===== config.mk =====
export PLATFORM = sky130hd
export DESIGN_NAME = hazard_ctrl
export DESIGN_NICKNAME = d
export VERILOG_FILES = /design/src/rtl/hazard_ctrl.sv
export SDC_FILE = /design/constraint.sdc
export NUM_CORES = 1
export LEC_CHECK = 0
export CAP_MARGIN = 40
export CORE_UTILIZATION = 33
export CTS_CLUSTER_DIAMETER = 150
export DETAILED_ROUTE_END_ITERATION = 12
export HOLD_SLACK_MARGIN = 0.1
export SLEW_MARGIN = 20
export SYNTH_ARGS = -nofsm -noshare
export SYNTH_HDL_FRONTEND = slang
export SYNTH_SLANG_ARGS = --single-unit

===== constraint.sdc =====
create_clock -name clk -period 2 [get_ports clk]
set_input_delay 0.4 -clock clk [delete_from_list [all_inputs] [get_ports clk]]
set_output_delay 0.4 -clock clk [all_outputs]
set_load 0.005 [all_outputs]

===== src/rtl/hazard_ctrl.sv =====
`default_nettype none
// ============================================================================
// Module   : hazard_ctrl
// Purpose  : Pipeline hazard controller for the 5-stage core. It resolves
//            load-use stalls, taken-branch flushes and data-memory wait
//            freezes. It also keeps saturating stall/flush counters and a
//            sticky memory-timeout flag for debug.
// Ports    :
//   clk, rst_n        clock (rising edge), asynchronous active-low reset
//   IDEX_MemRead      ID/EX instruction is a load
//   IDEX_rd           ID/EX destination register
//   IFID_rs1/rs2      IF/ID source registers
//   IFID_uses_rs2     IF/ID instruction reads rs2
//   branch_taken      EX resolved a taken branch/jump
//   mem_busy          data memory not ready this cycle
//   PCWrite           PC update enable
//   IFIDWrite         IF/ID load enable
//   IFIDFlush         IF/ID loads NOP
//   IDEXFlush         ID/EX loads bubble
//   PipeHold          freeze ID/EX, EX/MEM, MEM/WB
//   stall_count       load-use stall cycles (saturating)
//   flush_count       branch flush events (saturating)
//   mem_timeout       sticky memory-timeout flag
// Revision : 1.0 - initial release
// ============================================================================
module hazard_ctrl #(
  parameter int REG_ADDR_W  = 5,
  parameter int CNT_W       = 16,
  parameter int MEM_TIMEOUT = 64
) (
  input  logic                  clk,
  input  logic                  rst_n,
  input  logic                  IDEX_MemRead,
  input  logic [REG_ADDR_W-1:0] IDEX_rd,
  input  logic [REG_ADDR_W-1:0] IFID_rs1,
  input  logic [REG_ADDR_W-1:0] IFID_rs2,
  input  logic                  IFID_uses_rs2,
  input  logic                  branch_taken,
  input  logic                  mem_busy,
  output logic                  PCWrite,
  output logic                  IFIDWrite,
  output logic                  IFIDFlush,
  output logic                  IDEXFlush,
  output logic                  PipeHold,
  output logic [CNT_W-1:0]      stall_count,
  output logic [CNT_W-1:0]      flush_count,
  output logic                  mem_timeout
);

  localparam int                  c_TMR_W   = $clog2(MEM_TIMEOUT + 1);
  localparam logic [c_TMR_W-1:0]  c_TMR_MAX = c_TMR_W'(MEM_TIMEOUT);
  localparam logic [c_TMR_W-1:0]  c_TMR_SET = c_TMR_W'(MEM_TIMEOUT - 1);
  localparam logic [CNT_W-1:0]    c_CNT_MAX = '1;

  typedef enum logic [1:0] {
    RUN      = 2'd0,
    LU_STALL = 2'd1,
    MEM_WAIT = 2'd2
  } state_t;

  state_t              r_state;
  state_t              w_state_nxt;
  logic [c_TMR_W-1:0]  r_timer;
  logic [CNT_W-1:0]    r_stall_cnt;
  logic [CNT_W-1:0]    r_flush_cnt;
  logic                r_timeout;

  logic w_lu;
  logic w_rule_flush;
  logic w_rule_stall;

  // A load to x0 never creates a dependency, so rd==0 is excluded.
  assign w_lu = IDEX_MemRead && (IDEX_rd != '0) &&
                ((IDEX_rd == IFID_rs1) ||
                 (IFID_uses_rs2 && (IDEX_rd == IFID_rs2)));

  // A memory wait freezes EX and ID, so a branch or load-use seen under
  // mem_busy is not acted on; it is re-evaluated once memory is ready.
  assign w_rule_flush = !mem_busy && branch_taken;
  assign w_rule_stall = !mem_busy && !branch_taken && w_lu;

  // Mealy control outputs, prioritised: mem wait > branch > load-use.
  always_comb begin
    PCWrite   = 1'b1;
    IFIDWrite = 1'b1;
    IFIDFlush = 1'b0;
    IDEXFlush = 1'b0;
    PipeHold  = 1'b0;
    if (!rst_n) begin
      PCWrite   = 1'b0;
      IFIDWrite = 1'b0;
      IFIDFlush = 1'b1;
      IDEXFlush = 1'b1;
    end else if (mem_busy) begin
      PCWrite   = 1'b0;
      IFIDWrite = 1'b0;
      PipeHold  = 1'b1;
    end else if (branch_taken) begin
      IFIDFlush = 1'b1;
      IDEXFlush = 1'b1;
    end else if (w_lu) begin
      PCWrite   = 1'b0;
      IFIDWrite = 1'b0;
      IDEXFlush = 1'b1;
    end
  end

  always_comb begin
    w_state_nxt = r_state;
    if (mem_busy) begin
      w_state_nxt = MEM_WAIT;
    end else begin
      case (r_state)
        RUN:      w_state_nxt = (w_lu && !branch_taken) ? LU_STALL : RUN;
        LU_STALL: w_state_nxt = RUN;
        MEM_WAIT: w_state_nxt = RUN;
        default:  w_state_nxt = RUN;
      endcase
    end
  end

  always_ff @(posedge clk or negedge rst_n) begin
    if (!rst_n) begin
      r_state <= RUN;
    end else begin
      r_state <= w_state_nxt;
    end
  end

  always_ff @(posedge clk or negedge rst_n) begin
    if (!rst_n) begin
      r_stall_cnt <= '0;
      r_flush_cnt <= '0;
    end else begin
      if (w_rule_stall && (r_stall_cnt != c_CNT_MAX)) begin
        r_stall_cnt <= r_stall_cnt + 1'b1;
      end
      if (w_rule_flush && (r_flush_cnt != c_CNT_MAX)) begin
        r_flush_cnt <= r_flush_cnt + 1'b1;
      end
    end
  end

  // The flag sets on the same edge the timer reaches MEM_TIMEOUT, i.e. after
  // MEM_TIMEOUT consecutive busy cycles.
  always_ff @(posedge clk or negedge rst_n) begin
    if (!rst_n) begin
      r_timer   <= '0;
      r_timeout <= 1'b0;
    end else if (mem_busy) begin
      if (r_timer != c_TMR_MAX) begin
        r_timer <= r_timer + 1'b1;
      end
      if (r_timer >= c_TMR_SET) begin
        r_timeout <= 1'b1;
      end
    end else begin
      r_timer <= '0;
    end
  end

  assign stall_count = r_stall_cnt;
  assign flush_count = r_flush_cnt;
  assign mem_timeout = r_timeout;

endmodule
`default_nettype wire

### After elaboration in Yosys (flattened, before gate mapping)

Cells that the tools add are included.

| storage, ports and cells | value |
|---|---|
| register bits after elaboration | 40 |
| latch bits | 0 |
| memory bits (writable) | 0 |
| ROM bits | 0 |
| bits of input ports | 21 |
| output and inout port bits | 38 |
| word-level logic and storage cells | 42 |
| memories | 0 |

| operators by class | value |
|---|---|
| $add $sub $neg | 3 |
| multipliers | 0 |
| div/mod/pow operators | 0 |
| $lt $le $gt $ge | 1 |
| equal/unequal tests | 6 |
| shift-type cells | 0 |
| multiplexer cells | 15 |
| bitwise operators | 0 |
| reductions and logical operators | 13 |

Operators by type and width:

| kind | number |
|---|---|
| $add 16x1->16 const B | 2 |
| $ne 16x16->1 const B | 2 |
| $mux 7 | 2 |
| $mux 1 | 13 |
| $eq 5x5->1 | 2 |
| $logic_and 1x1->1 | 8 |
| $add 7x1->7 const B | 1 |
| $ge 7x6->1 const B | 1 |
| $ne 7x7->1 const B | 1 |
| $reduce_bool 5->1 | 1 |
| $logic_not 1->1 | 2 |
| $ne 2x1->1 const B | 1 |
| $reduce_and 2->1 | 1 |
| $logic_or 1x1->1 | 1 |

### Depth between registers and ports, before layout

| depth | value |
|---|---|
| word-level depth | 8 |
| mapped depth | 7 |
| gate-level depth less buffers | 6 |

### Worst setup path before layout

OpenSTA, ideal clock, no wires.

| timing path | value |
|---|---|
| path kind | input -> output |
| start | input IDEX_rd[1] |
| end | output PCWrite |
| arrival time | 1.512 ns |
| required time | 1.600 ns |
| slack | 0.088 ns |
| cell stages on the path | 5 |
| buffers on the path | 1 |
| path through | or4_1 > o21ai_2 > nand2b_1 > o211a_1 > buf_4 |

| between the ends | value |
|---|---|
| cells in the longest elaborated chain, start to end | 8 |
| elaborated cells on any way between the ends | 11 |
| those cells by class | eq/ne: 2; mux: 4; reduce/logical: 5 |

RTL lines:

| what | line | RTL |
|---|---|---|
| from (decl) | 34 | `input logic [REG_ADDR_W-1:0] IDEX_rd,` |
| $eq 5x5->1 | 75 | `(IFID_uses_rs2 && (IDEX_rd == IFID_rs2)));` |
| $logic_and 1x1->1 | 75 |  |
| $logic_or 1x1->1 | 74 | `((IDEX_rd == IFID_rs1) \|\|` |
| $logic_and 1x1->1 (*) | 73 | `assign w_lu = IDEX_MemRead && (IDEX_rd != '0) &&` |
| $mux 1 (*) (4 in a row) | - |  |
| to (decl) | 40 | `output logic PCWrite,` |

Every way passes the cells marked *; elsewhere a longest branch is shown, timed or not.

### Final worst setup path

| timing path | value |
|---|---|
| start | input IDEX_rd[3] |
| end | output PCWrite |

| between the ends | value |
|---|---|
| cells in the longest elaborated chain, start to end | 8 |
| elaborated cells on any way between the ends | 11 |
| those cells by class | eq/ne: 2; mux: 4; reduce/logical: 5 |

RTL lines:

| what | line | RTL |
|---|---|---|
| $eq 5x5->1 | 75 |  |
| $logic_and 1x1->1 | 75 |  |
| $logic_or 1x1->1 | 74 |  |
| $logic_and 1x1->1 (*) | 73 |  |
| $mux 1 (*) | 101 | `end else if (w_lu) begin` |
| $mux 1 (*) | 98 | `end else if (branch_taken) begin` |
| $mux 1 (*) | 94 | `end else if (mem_busy) begin` |
| $mux 1 (*) | 89 | `if (!rst_n) begin` |

Marks and branches as above.

==> results.cfg <==
[worst_setup_path]
rr_worst_depth = 8
critPathMaxStageDelay_ps = 520
path_cells = buf_6, or4_4, o21ai_2, nand2b_4, o211a_1, buf_2
cp_num_buf_inv = 2
required_ps = 1600
critPathCaptureType = output port
rr_startpoint = stall_count[0]
crit_path_top_delay_cell = or4_4
critPathArrivalTime_ps = 1600
r2r-end = stall_count[8]
critPathMaxFanout = 2
critPathKind = input pin to output port
crit_path_start_kind = input pin
path_delay_family = simple AND/OR/NAND/NOR gates
reg2reg_slack_ps = 160

[route]
vias_per_cell = 4.87
drcViolationCount = 2
drtPass1Iterations = 8
avgRoutedWirePerCell_um = 13.6
drt_iter0_markers = 110
antenna_left = 0
finalWirelength_mm = 5.07
num_vias = 1812

[place]
io_buffer_count = 58
dp_hpwl_mm = 3.72
place_congestion = 0.734

[synth]
synth_cells = 206
synthTopCellsByArea = dfrtp_1 (45%), xnor2_1 (13%), xor2_1 (4.8%), nand3_2 (4.1%), and3_1 (3.4%)
synth-xor-area-share_pct = 17.4
synth_ff_type = dfrtp_1
synth_compound_area_share_pct = 4.42
synth_adder_area_share_pct = 2.27
yosys_register_bits = 40
synthSimpleGateAreaFrac_pct = 27.3
synth_edf_count = 0
async_reset_ff_share_pct = 100
yosys_warnings = 0
synth_top_family_by_area = simple AND/OR/NAND/NOR gates
syn_area_mm2 = 0.00221
syn_nets = 231
ys_types = 38
yosysTopAreaCell = dfrtp_1
ys_seq_area_share_pct = 45.3
synthMuxAreaShare_pct = 1.02
synth_top_area_share_pct = 45.3
syn_area_per_cell_um2 = 10.7

[timing]
min_period_ps = 2000
fmax_mhz = 500
period_share_pct = 100
drv_slew = 0
final-hold-violation-count = 0
setup_viol = 0
slew_headroom_pct = 74.4
worstMarginPinSlew_ps = 380
rsz0062_at_grt = true
fin_worst_skew_ps = 7.92

[final_layout]
drive_above_1_share_pct = 22.7
fin_util_pct = 48.9
fill_cells = 627
area_delta_synth_final_pct = 42.2
regArea_mm2 = 0.00100
n_antenna_cell = 0
multi_input_area_mm2 = 0.00118
nNetsFinal = 319

[die]
rows = 29
io_pins = 59
start_util_pct = 34.4
die_x_um = 83.8
core_area_mm2 = 0.00642
fp.dieH_um = 83.8
die_area_mm2 = 0.00703

[min_path]
hp-class = input pin to async pin

[clock_tree]
h-tree-depth = 2
clkLatencyLatePin_ps = 290
cts_made_buffers = 5
cts_tree = yes
cts_sinks = 40
root_buffer = clkbuf_8
path_clk_slew_ps = 80
clock_path_buffers = 2
postCtsHoldBufs = 0

[global_route]
grt_max_degree = 21
grt_use_total_pct = 15.7
grt_pass1_wl_mm = 8.72
grt_overflow = 0
grt_pass1_vias = 1773
grt_antenna_before_repair = 0

[outcome]
failed_checks = design-rule violations
run_status = finished, violations left

[power_and_ir_drop]
p_per_area_mw_per_mm2 = 654
irDropWorstVdd_uv = 531
finalPower_w = 0.00205
p_leak_nw = 1.38

[flow_run]
drv_cap = 0
## worst reg2reg max path: cells and delay by family (launching register included)
family	cells	cell delay, ps
XOR/XNOR	1	160
adder cells (fa/ha/maj)	1	240
buffers and inverters	2	320
flip-flops	1	420
AND/OR/NAND/NOR	4	570
## registers in the layout, summed over array words and instances, names as in the netlist
| name | cells |
|---|---|
| r_timer | 7 |
| mem_timeout | 1 |
| flush_count | 16 |
| stall_count | 16 |
## where the power goes
part	leakage [nW]	switching (W)	internal, W
sequential	0.533	0.0000919	0.000881
clock	0.0552	0.000287	0.000371
combinational	0.794	0.000159	0.000265
total	1.38	0.000537	0.00152
## synthesized netlist by cell type (4+ instances only)
cell type / n
a21oi_1: 5
and3_1: 12
dfrtp_1: 40
ha_1: 4
inv_1: 6
nand2_1: 15
nand3_1: 10
nand3_2: 9
nand4_1: 10
nor2_1: 16
xnor2_1: 32
xor2_1: 12
## worst max path at each step
stage                startpoint      end  slack (ps)  depth (start not counted)
detailed placement   IDEX_rd[1]  PCWrite        -840                          6
finish               IDEX_rd[3]  PCWrite           1                          6
global placement     IDEX_rd[1]  PCWrite        -790                          6
global route        IFID_rs1[1]  PCWrite         -60                          7
floorplan            IDEX_rd[1]  PCWrite          90                          5
CTS                  IDEX_rd[1]  PCWrite         -40                          6
## per-layer routing
| layer | routed length (µm) | GRT usage, % |
|---|---|---|
| met5 | 0 | 0 |
| met4 | 71 | 5.64 |
| met3 | 235 | 3.66 |
| met2 | 2400 | 24.0 |
| met1 | 2370 | 21.7 |
## kinds of logic (layout without fill, tap and decap cells)
logic type / Yosys count / in the layout
AOI/OAI and AO/OA: 14 / 14
muxes: 2 / 2
DFF: 40 / 40
adders and majority gates: 4 / 4
xor gates and xnor gates: 44 / 44
and+or+nand+nor: 93 / 93
buffers and inverters: 9 / 98
## layout make-up
cell class / count / share of cell area (%)
Multi-Input combinational cell: 157 / 37.5
Sequential cell: 40 / 31.8
Timing Repair Buffer: 84 / 23.5
Tap cell: 77 / 3.07
Clock buffer: 6 / 2.31
Clock inverter: 2 / 1.11
Inverter: 6 / 0.717
## cell usage in the layout, fill, tap and decap left out, drive strengths merged, types with 4 or more instances in the layout
cell	instances
clkdlybuf4s50	36
a21oi	5
and3	13
xnor2	32
nand3	20
buf	35
o21ai	4
xor2	12
inv	6
nor2	16
clkbuf	6
nand2	15
ha	4
nand4	11
dlygate4sd2	13
dfrtp	40
## metrics by stage
stage | setup TNS (ps) | setup WS, ps | area [µm²] | hold WS, ps | instances
floorplan | 0 | 88.5 | 2210 | 104 | 206
global placement | -5710 | -794 | 3010 | 432 | 358
detailed placement | -6040 | -838 | 3010 | 435 | 358
CTS | -67.0 | -39.4 | 3130 | 110 | 372
global route | -174 | -59.2 | 3140 | 118 | 372
finish | 0 | 0.981 | 3140 | 105 | 372
## timing repair
action / CTS / global route
gates cloned: 1 / 0
setup endpoints to repair: 5 / 19
endpoints found under the hold margin: 0 / 0
pin swaps: 21 / 5
setup buffers: 5 / 0
resized for setup: 51 / 6
(Power assumes the default switching activity.)
